**config.mk**
```make
export PLATFORM = sky130hd
export DESIGN_NAME = if_fetch_stage
export DESIGN_NICKNAME = d
export VERILOG_FILES = /design/src/rtl/if_fetch_stage.sv
export SDC_FILE = /design/constraint.sdc
export NUM_CORES = 1
export LEC_CHECK = 0
export CAP_MARGIN = 5
export CORE_MARGIN = 5
export CORE_UTILIZATION = 35
export CTS_CLUSTER_DIAMETER = 60
export CTS_CLUSTER_SIZE = 28
export DETAILED_ROUTE_END_ITERATION = 10
export GPL_TIMING_DRIVEN = 0
export PLACE_DENSITY = 0.64
export SLEW_MARGIN = 20
export SYNTH_ARGS = -nofsm -noshare
export SYNTH_HDL_FRONTEND = slang
export SYNTH_SLANG_ARGS = --single-unit
```
**constraint.sdc**
```tcl
create_clock -name clk -period 2.99 [get_ports clk]
set_input_delay 0.598 -clock clk [delete_from_list [all_inputs] [get_ports clk]]
set_output_delay 0.598 -clock clk [all_outputs]
set_load 0.03 [all_outputs]
```
**src/rtl/if_fetch_stage.sv**
```systemverilog
// ============================================================================
// Module   : if_fetch_stage
// Purpose  : Instruction fetch stage. Owns the PC, issues one outstanding
//            fetch at a time and drives the IF/ID register. Build macro
//            IF_MISALIGN_TRAP_EN adds a misaligned-redirect fault output.
// Revision : 1.0 - initial release
// ============================================================================
`default_nettype none

module if_fetch_stage #(
  parameter logic [31:0] RESET_PC = 32'h0000_0000,
  parameter logic [31:0] NOP_INSN = 32'h0000_0013
) (
  input  logic        clk,
  input  logic        rst,
  output logic        imem_req_o,
  output logic [31:0] imem_addr_o,
  input  logic        imem_gnt_i,
  input  logic        imem_rvalid_i,
  input  logic [31:0] imem_rdata_i,
  input  logic        id_stall_i,
  input  logic        redirect_valid_i,
  input  logic [31:0] redirect_pc_i,
  output logic [31:0] id_ir_o,
  output logic [31:0] id_pc_o,
  output logic        id_valid_o
`ifdef IF_MISALIGN_TRAP_EN
  ,
  output logic        if_fault_o
`endif
);

  typedef enum logic [2:0] {
    S_REQ   = 3'd0,
    S_WAIT  = 3'd1,
    S_BUF   = 3'd2,
    S_DRAIN = 3'd3,
    S_FAULT = 3'd4
  } state_e;

  state_e      state_q, state_d;
  logic [31:0] pc_q, pc_d;
  logic [31:0] fetch_pc_q, fetch_pc_d;
  logic [31:0] buf_ir_q, buf_ir_d;
  logic [31:0] buf_pc_q, buf_pc_d;
  logic [31:0] id_ir_q, id_ir_d;
  logic [31:0] id_pc_q, id_pc_d;
  logic        id_valid_q, id_valid_d;
  logic        fault_q, fault_d;

  logic        id_accept;
  logic        in_flight;
  logic        misalign;
  logic [31:0] redir_target;
  state_e      drain_exit;

  assign id_accept    = !id_valid_q || !id_stall_i;
  assign redir_target = redirect_pc_i & 32'hFFFF_FFFC;

  // A response is still owed by memory after this edge.
  assign in_flight = ((state_q == S_REQ) && imem_gnt_i) ||
                     (((state_q == S_WAIT) || (state_q == S_DRAIN)) && !imem_rvalid_i);

`ifdef IF_MISALIGN_TRAP_EN
  assign misalign   = (redirect_pc_i[1:0] != 2'b00);
  assign drain_exit = fault_q ? S_FAULT : S_REQ;
  assign if_fault_o = fault_q;
`else
  assign misalign   = 1'b0;
  assign drain_exit = S_REQ;
`endif

  always_comb begin
    state_d    = state_q;
    pc_d       = pc_q;
    fetch_pc_d = fetch_pc_q;
    buf_ir_d   = buf_ir_q;
    buf_pc_d   = buf_pc_q;
    id_ir_d    = id_ir_q;
    id_pc_d    = id_pc_q;
    id_valid_d = id_valid_q;
    fault_d    = fault_q;

    if (id_valid_q && !id_stall_i) begin
      id_valid_d = 1'b0;
      id_ir_d    = NOP_INSN;
    end

    case (state_q)
      S_REQ: begin
        if (imem_gnt_i) begin
          pc_d       = pc_q + 32'd4;
          fetch_pc_d = pc_q;
          state_d    = S_WAIT;
        end
      end
      S_WAIT: begin
        if (imem_rvalid_i) begin
          if (id_accept) begin
            id_ir_d    = imem_rdata_i;
            id_pc_d    = fetch_pc_q;
            id_valid_d = 1'b1;
            state_d    = S_REQ;
          end else begin
            buf_ir_d = imem_rdata_i;
            buf_pc_d = fetch_pc_q;
            state_d  = S_BUF;
          end
        end
      end
      S_BUF: begin
        if (!id_stall_i) begin
          id_ir_d    = buf_ir_q;
          id_pc_d    = buf_pc_q;
          id_valid_d = 1'b1;
          state_d    = S_REQ;
        end
      end
      S_DRAIN: begin
        if (imem_rvalid_i) state_d = drain_exit;
      end
      S_FAULT: begin
        id_valid_d = 1'b0;
      end
      default: state_d = S_REQ;
    endcase

    // Redirect wins over everything, including a pending stall or buffered word.
    if (redirect_valid_i) begin
      id_valid_d = 1'b0;
      id_ir_d    = NOP_INSN;
      pc_d       = redir_target;
      fault_d    = misalign;
      if (in_flight)     state_d = S_DRAIN;
      else if (misalign) state_d = S_FAULT;
      else               state_d = S_REQ;
    end
  end

  always_ff @(posedge clk) begin
    if (rst) begin
      state_q    <= S_REQ;
      pc_q       <= RESET_PC;
      fetch_pc_q <= RESET_PC;
      buf_ir_q   <= NOP_INSN;
      buf_pc_q   <= 32'h0;
      id_ir_q    <= NOP_INSN;
      id_pc_q    <= 32'h0;
      id_valid_q <= 1'b0;
      fault_q    <= 1'b0;
    end else begin
      state_q    <= state_d;
      pc_q       <= pc_d;
      fetch_pc_q <= fetch_pc_d;
      buf_ir_q   <= buf_ir_d;
      buf_pc_q   <= buf_pc_d;
      id_ir_q    <= id_ir_d;
      id_pc_q    <= id_pc_d;
      id_valid_q <= id_valid_d;
      fault_q    <= fault_d;
    end
  end

  assign imem_req_o  = (state_q == S_REQ) && !rst;
  assign imem_addr_o = pc_q;
  assign id_ir_o     = id_ir_q;
  assign id_pc_o     = id_pc_q;
  assign id_valid_o  = id_valid_q;

endmodule

`default_nettype wire

```
; ---- After elaboration in Yosys (flattened, before gate mapping)
; Cells that the tools add are included.
[totals]
register_bits = 196
out_inout_bits = 98
wordCells = 69
in_bits = 70
[op_classes]
n_mux = 25
addsub = 1
bitwise = 1
reduce_logical = 21
eq_ne = 12
[op_table]
columns = op, count
row1 = two-way mux 32 bit, 10
row2 = case mux 32 bit (2 select lines), 2
row3 = adder 32 x 3 -> 32 bit (second input constant), 1
row4 = two-way mux 3 bit, 5
row5 = case mux 3 bit (5 select lines), 1
row6 = inequality test 3 bit (second input constant), 4
row7 = inequality test 2 bit (second input constant), 4
row8 = equality test 3 x 2 -> 1 bit (second input constant), 2
row9 = nonzero test 2 bit, 3
row10 = AND reduction 5 bit, 1
row11 = logical AND 1 bit, 4
row12 = zero test 1 bit, 4
row13 = two-way mux 1 bit, 4
row14 = two-way mux 2 bit, 2
row15 = AND reduction 2 bit, 2
row16 = AND reduction 4 bit, 1
row17 = equality test 3 x 1 -> 1 bit (second input constant), 1
row18 = equality test 3 bit (second input constant), 1
row19 = zero test 3 bit, 1
row20 = logical OR 1 bit, 3
row21 = case mux 1 bit (3 select lines), 1
row22 = AND reduction 3 bit, 1
row23 = OR reduction 2 bit, 1
row24 = inverter 1 bit, 1

; ---- Logic depth before layout (Yosys ltp)
; Gate-level depths: netlist (run 1).
[logic_depth]
ltp_word = 6
ltp_mapped = 8
mapped_depth_nobuf = 6

; ---- Worst setup path after synthesis (run 1)
; OpenSTA, ideal clock, no wires.
[synth_path]
path_type = register -> register
from = register pc_q[7] (netlist: imem_addr_o[7])
to = register pc_q[17] (netlist: imem_addr_o[17])
n_path_buf = 1
arrival_time_ns = 2.119
stages_incl_launch_ff = 6
t_required_ns = 2.899
path_slack_ns = 0.781
setup_ns = 0.091
period_less_slack_ns = 2.209
cell_sequence = dfxtp_1 -> nand4_4 -> or4_4 -> buf_6 -> or4_1 -> a311oi_1
[synth_between]
elab_chain_cells = 4
[synth_lines]
columns = element, line
row1 = from (decl), 42  ; logic [31:0] pc_q, pc_d;
row2 = from (signal assigned), 153  ; pc_q <= pc_d;
row3 = adder 32 x 3 -> 32 bit, 92  ; pc_d = pc_q + 32'd4;
row4 = two-way mux 32 bit, 91  ; if (imem_gnt_i) begin
row5 = two-way mux 32 bit, 89  ; case (state_q)
row6 = two-way mux 32 bit, 129  ; if (redirect_valid_i) begin
; Every way passes these cells. The select of a mux whose other input is x is not followed.
; A chain may end at the register's enable or synchronous reset.

; ---- Worst setup path in the final report (run 1)
[layout_path]
from = register state_q[0]
to = output imem_req_o
[layout_between]
elab_chain_cells = 2
[layout_lines]
columns = element, line
row1 = from (decl), 41  ; state_e state_q, state_d;
row2 = from (signal assigned), 152  ; state_q <= state_d;
row3 = zero test 3 bit, 164  ; assign imem_req_o = (state_q == S_REQ) && !rst;
row4 = logical AND 1 bit, 164
row5 = to (decl), 16  ; output logic imem_req_o,
; Every way passes these cells.

==> results_dict.tcl, run 1 <==
set metrics [dict create \
    drc 0 \
    core_um2 25000 \
    ys_types 58 \
    synthCells 1095 \
    cts.sinks 187 \
    clock-root-buffer "clkbuf_16" \
    met3_usage_pct 3.76 \
    fin_worst_skew_ps 12.5 \
    cts_tree "built" \
    setup_ws_ps 302 \
    clockBufferDepth 2 \
    synth_ff_type "dfxtp_1" \
    dr.pass1.iters 5 \
    seq_area_frac_synth_pct 42.5 \
    place_area_um2 10800 \
    crit_type "reg -> out" \
    gp_congestion 0.854 \
    worstSetupStartpoint "state_q[0]" \
    layout-drive-gt1-share_pct 6.53 \
    async_flop_share_pct 0 \
    drt-total-wl_um 28300 \
    worstPathRequired_ps 2390 \
    globalRouteMet1Util_pct 26.6 \
    period_share_pct 89.9 \
    ant_nets 0 \
    die_area_um2 28400 \
    layout.area.seq_um2 3740 \
    finalSetupTns_ps 0 \
    ioPinCount 168 \
    antenna_found_initial 2 \
    synth_seq_cells 187 \
    grt_use_total_pct 19.4 \
    finalSetupViolCount 0 \
    reg2reg_from "imem_addr_o[11]" \
    num_rows 58 \
    syn_area_per_cell_um2 8.04 \
    grt-busiest-layer "met2" \
    final_util_pct 45.7 \
    io_buffers 158 \
    p_leak_nw 3.65 \
    cp-start-kind "register" \
    cap_violations 0 \
    cts-resized-gates 0 \
    post_drt_wl_per_cell_um 17.5 \
    max-slew-margin-rel_pct 47.5 \
    ir_drop_uv 334 \
    rsz0062_at_grt "false" \
    worst_pin_slew_ps 784 \
    clkTransAtPathRegs_ps 70 \
    grt_pass1_wl_um 44500 \
    critPathMaxFanout 4 \
    insertion_delay_ps 430 \
    area_growth_pct 29.6 \
    cts_buffers 17 \
    power_density_nw_per_um2 545 \
    status "finished clean" \
    finalMaxSlewViolations 0 \
    min_from "buf_ir_q[5]" \
    hold_viol_final 0 \
    place_hpwl_um 21200 \
    fin_area_um2 11400 \
    synth_area_um2 8800 \
    period_needed_ps 2690 \
    dpl_worst_slack_ps -216 \
    fmax_ghz 0.372 \
    die_width_um 169 \
    final_nets 1349 \
    synth_edf_count 0 \
    hold_ws_ps 454 \
    grt_max_degree 19 \
    htree_levels 4 \
    grtUsageMet2_pct 30.7 \
    multi_input_area_um2 4600 \
    start_util_pct 35.2 \
    first_global_vias 8115 \
    cp-end-kind "output port" \
    min_path_type "reg -> reg" \
    num_vias 8596 \
    die_height_um 169 \
    fillers 2530 \
    viasPerCell 5.31 \
    grt_overflow 0 \
    synth_warnings 0 \
    worst-endpoint-arrival_ps 2090 \
    drtIter0Drc 583 \
]
==> repair_timing <==
item | CTS | global route
setup buffers | 0 | 0
setup endpoints to repair | 1 | 0
hold buffers | 0 | 0
==> power breakdown <==
part | total (mW) | leakage, nW | internal [mW] | switching (mW)
Clock | 2.27 | 0.282 | 1.21 | 1.07
Sequential | 2.75 | 1.52 | 2.61 | 0.134
Combinational | 1.19 | 1.85 | 0.474 | 0.718
==> final timing paths <==
kind                          end  slack, ps  cells past startpoint
hold reg to reg       buf_ir_q[5]        450                      2
hold / removal        buf_ir_q[5]        450                      2
setup reg to reg  imem_addr_o[24]        530                      5
setup / recovery       imem_req_o        300                      5
==> cell usage after synthesis (2+ instances only) <==
master	n	area [um2]
nand4_1	10	62.6
a31oi_1	4	25.0
buf_1	6	22.5
mux2_2	32	360
and2_1	5	31.3
nor2b_1	2	12.5
o21a_1	2	15.0
buf_6	2	22.5
o21ai_0	8	40.0
a311oi_1	40	350
o211ai_1	6	45.0
nand3_1	39	195
a211oi_1	41	308
buf_4	9	67.6
a21o_1	29	218
nand2b_1	3	18.8
mux2i_1	32	320
nand2_1	269	1010
o31ai_1	4	30.0
and3_1	5	31.3
a21oi_1	127	636
nor3_1	13	65.1
inv_1	10	37.5
or2_2	2	12.5
nor2_1	55	206
ha_1	5	62.6
or3_1	5	31.3
or4_1	5	37.5
o311ai_0	2	17.5
nand4b_1	4	35.0
o22ai_1	2	12.5
xnor2_1	7	61.3
clkbuf_1	81	304
o221ai_1	3	26.3
o311a_1	4	40.0
and4_1	3	26.3
dfxtp_1	187	3740
xor2_1	2	17.5
nor4_1	11	68.8
==> layer usage <==
metal / part of all wire (%) / up-vias / routed length, um
li1: - / 4230 / -
met1: 46 / 4043 / 13000
met2: 45 / 271 / 12800
met3: 5.9 / 50 / 1660
met4: 2.8 / 2 / 790
met5: 0.042 / - / 12
==> flip-flops by register name, indices dropped and copies added (netlist names) <==
register / cells
state_q: 2
imem_addr_o: 30
buf_ir_q: 32
id_valid_o: 1
fetch_pc_q: 30
id_ir_o: 32
id_pc_o: 30
buf_pc_q: 30
==> cells in the final DEF, fill, tap and decap left out, drive strengths merged, types with 7 or more instances in the layout <==
| master | instances |
|---|---|
| nand2 | 269 |
| dfxtp | 187 |
| clkdlybuf4s50 | 158 |
| a21oi | 127 |
| clkbuf | 98 |
| nor2 | 55 |
| a211oi | 41 |
| a311oi | 40 |
| nand3 | 39 |
| mux2 | 32 |
| mux2i | 32 |
| a21o | 29 |
| inv | 18 |
| buf | 18 |
| nor3 | 13 |
| nor4 | 11 |
| nand4 | 11 |
| o21ai | 8 |
| xnor2 | 7 |
==> per-stage QoR <==
stage	std cells	power, mW
after global routing	1618	6.46
after global placement	1586	3.98
after CTS	1617	6.24
after detailed placement	1586	3.99
after floorplan	1098	3.48
final	1618	6.21
==> cells by family after synthesis <==
family / Yosys count / synth area share [%]
AOI/OAI and AO/OA: 282 / 21.1
xor gates and xnor gates: 9 / 0.896
adders and majority gates: 5 / 0.711
buffers and inverters: 111 / 5.36
DFF: 187 / 42.5
muxes: 64 / 7.74
other: 1 / 0.0426
and+or+nand+nor: 436 / 21.6
==> worst max-delay path, cell delays in order (launching register included) <==
cell             delay (ps)
dfxtp_1                 350
inv_1                    90
ha_1                    190
inv_1                    80
nor2_1                  230
clkdlybuf4s50_1         730
==> cell type report <==
type / count / area share [%]
Inverter: 11 / 0.362
Clock buffer: 18 / 3.85
Sequential cell: 187 / 32.8
Multi-Input combinational cell: 800 / 40.4
Timing Repair Buffer: 158 / 13.9
Buffer: 99 / 3.74
Antenna cell: 1 / 0.0220
Clock inverter: 14 / 1.32
Tap cell: 330 / 3.62
Power figures use the tool's default switching activity.
==> run 2, diff against run 1 <==
Settings changed: CAP_MARGIN 5 to 25.
==> results of run 2 <==
No change in the layout: final DEF, timing and power equal those of run 1.
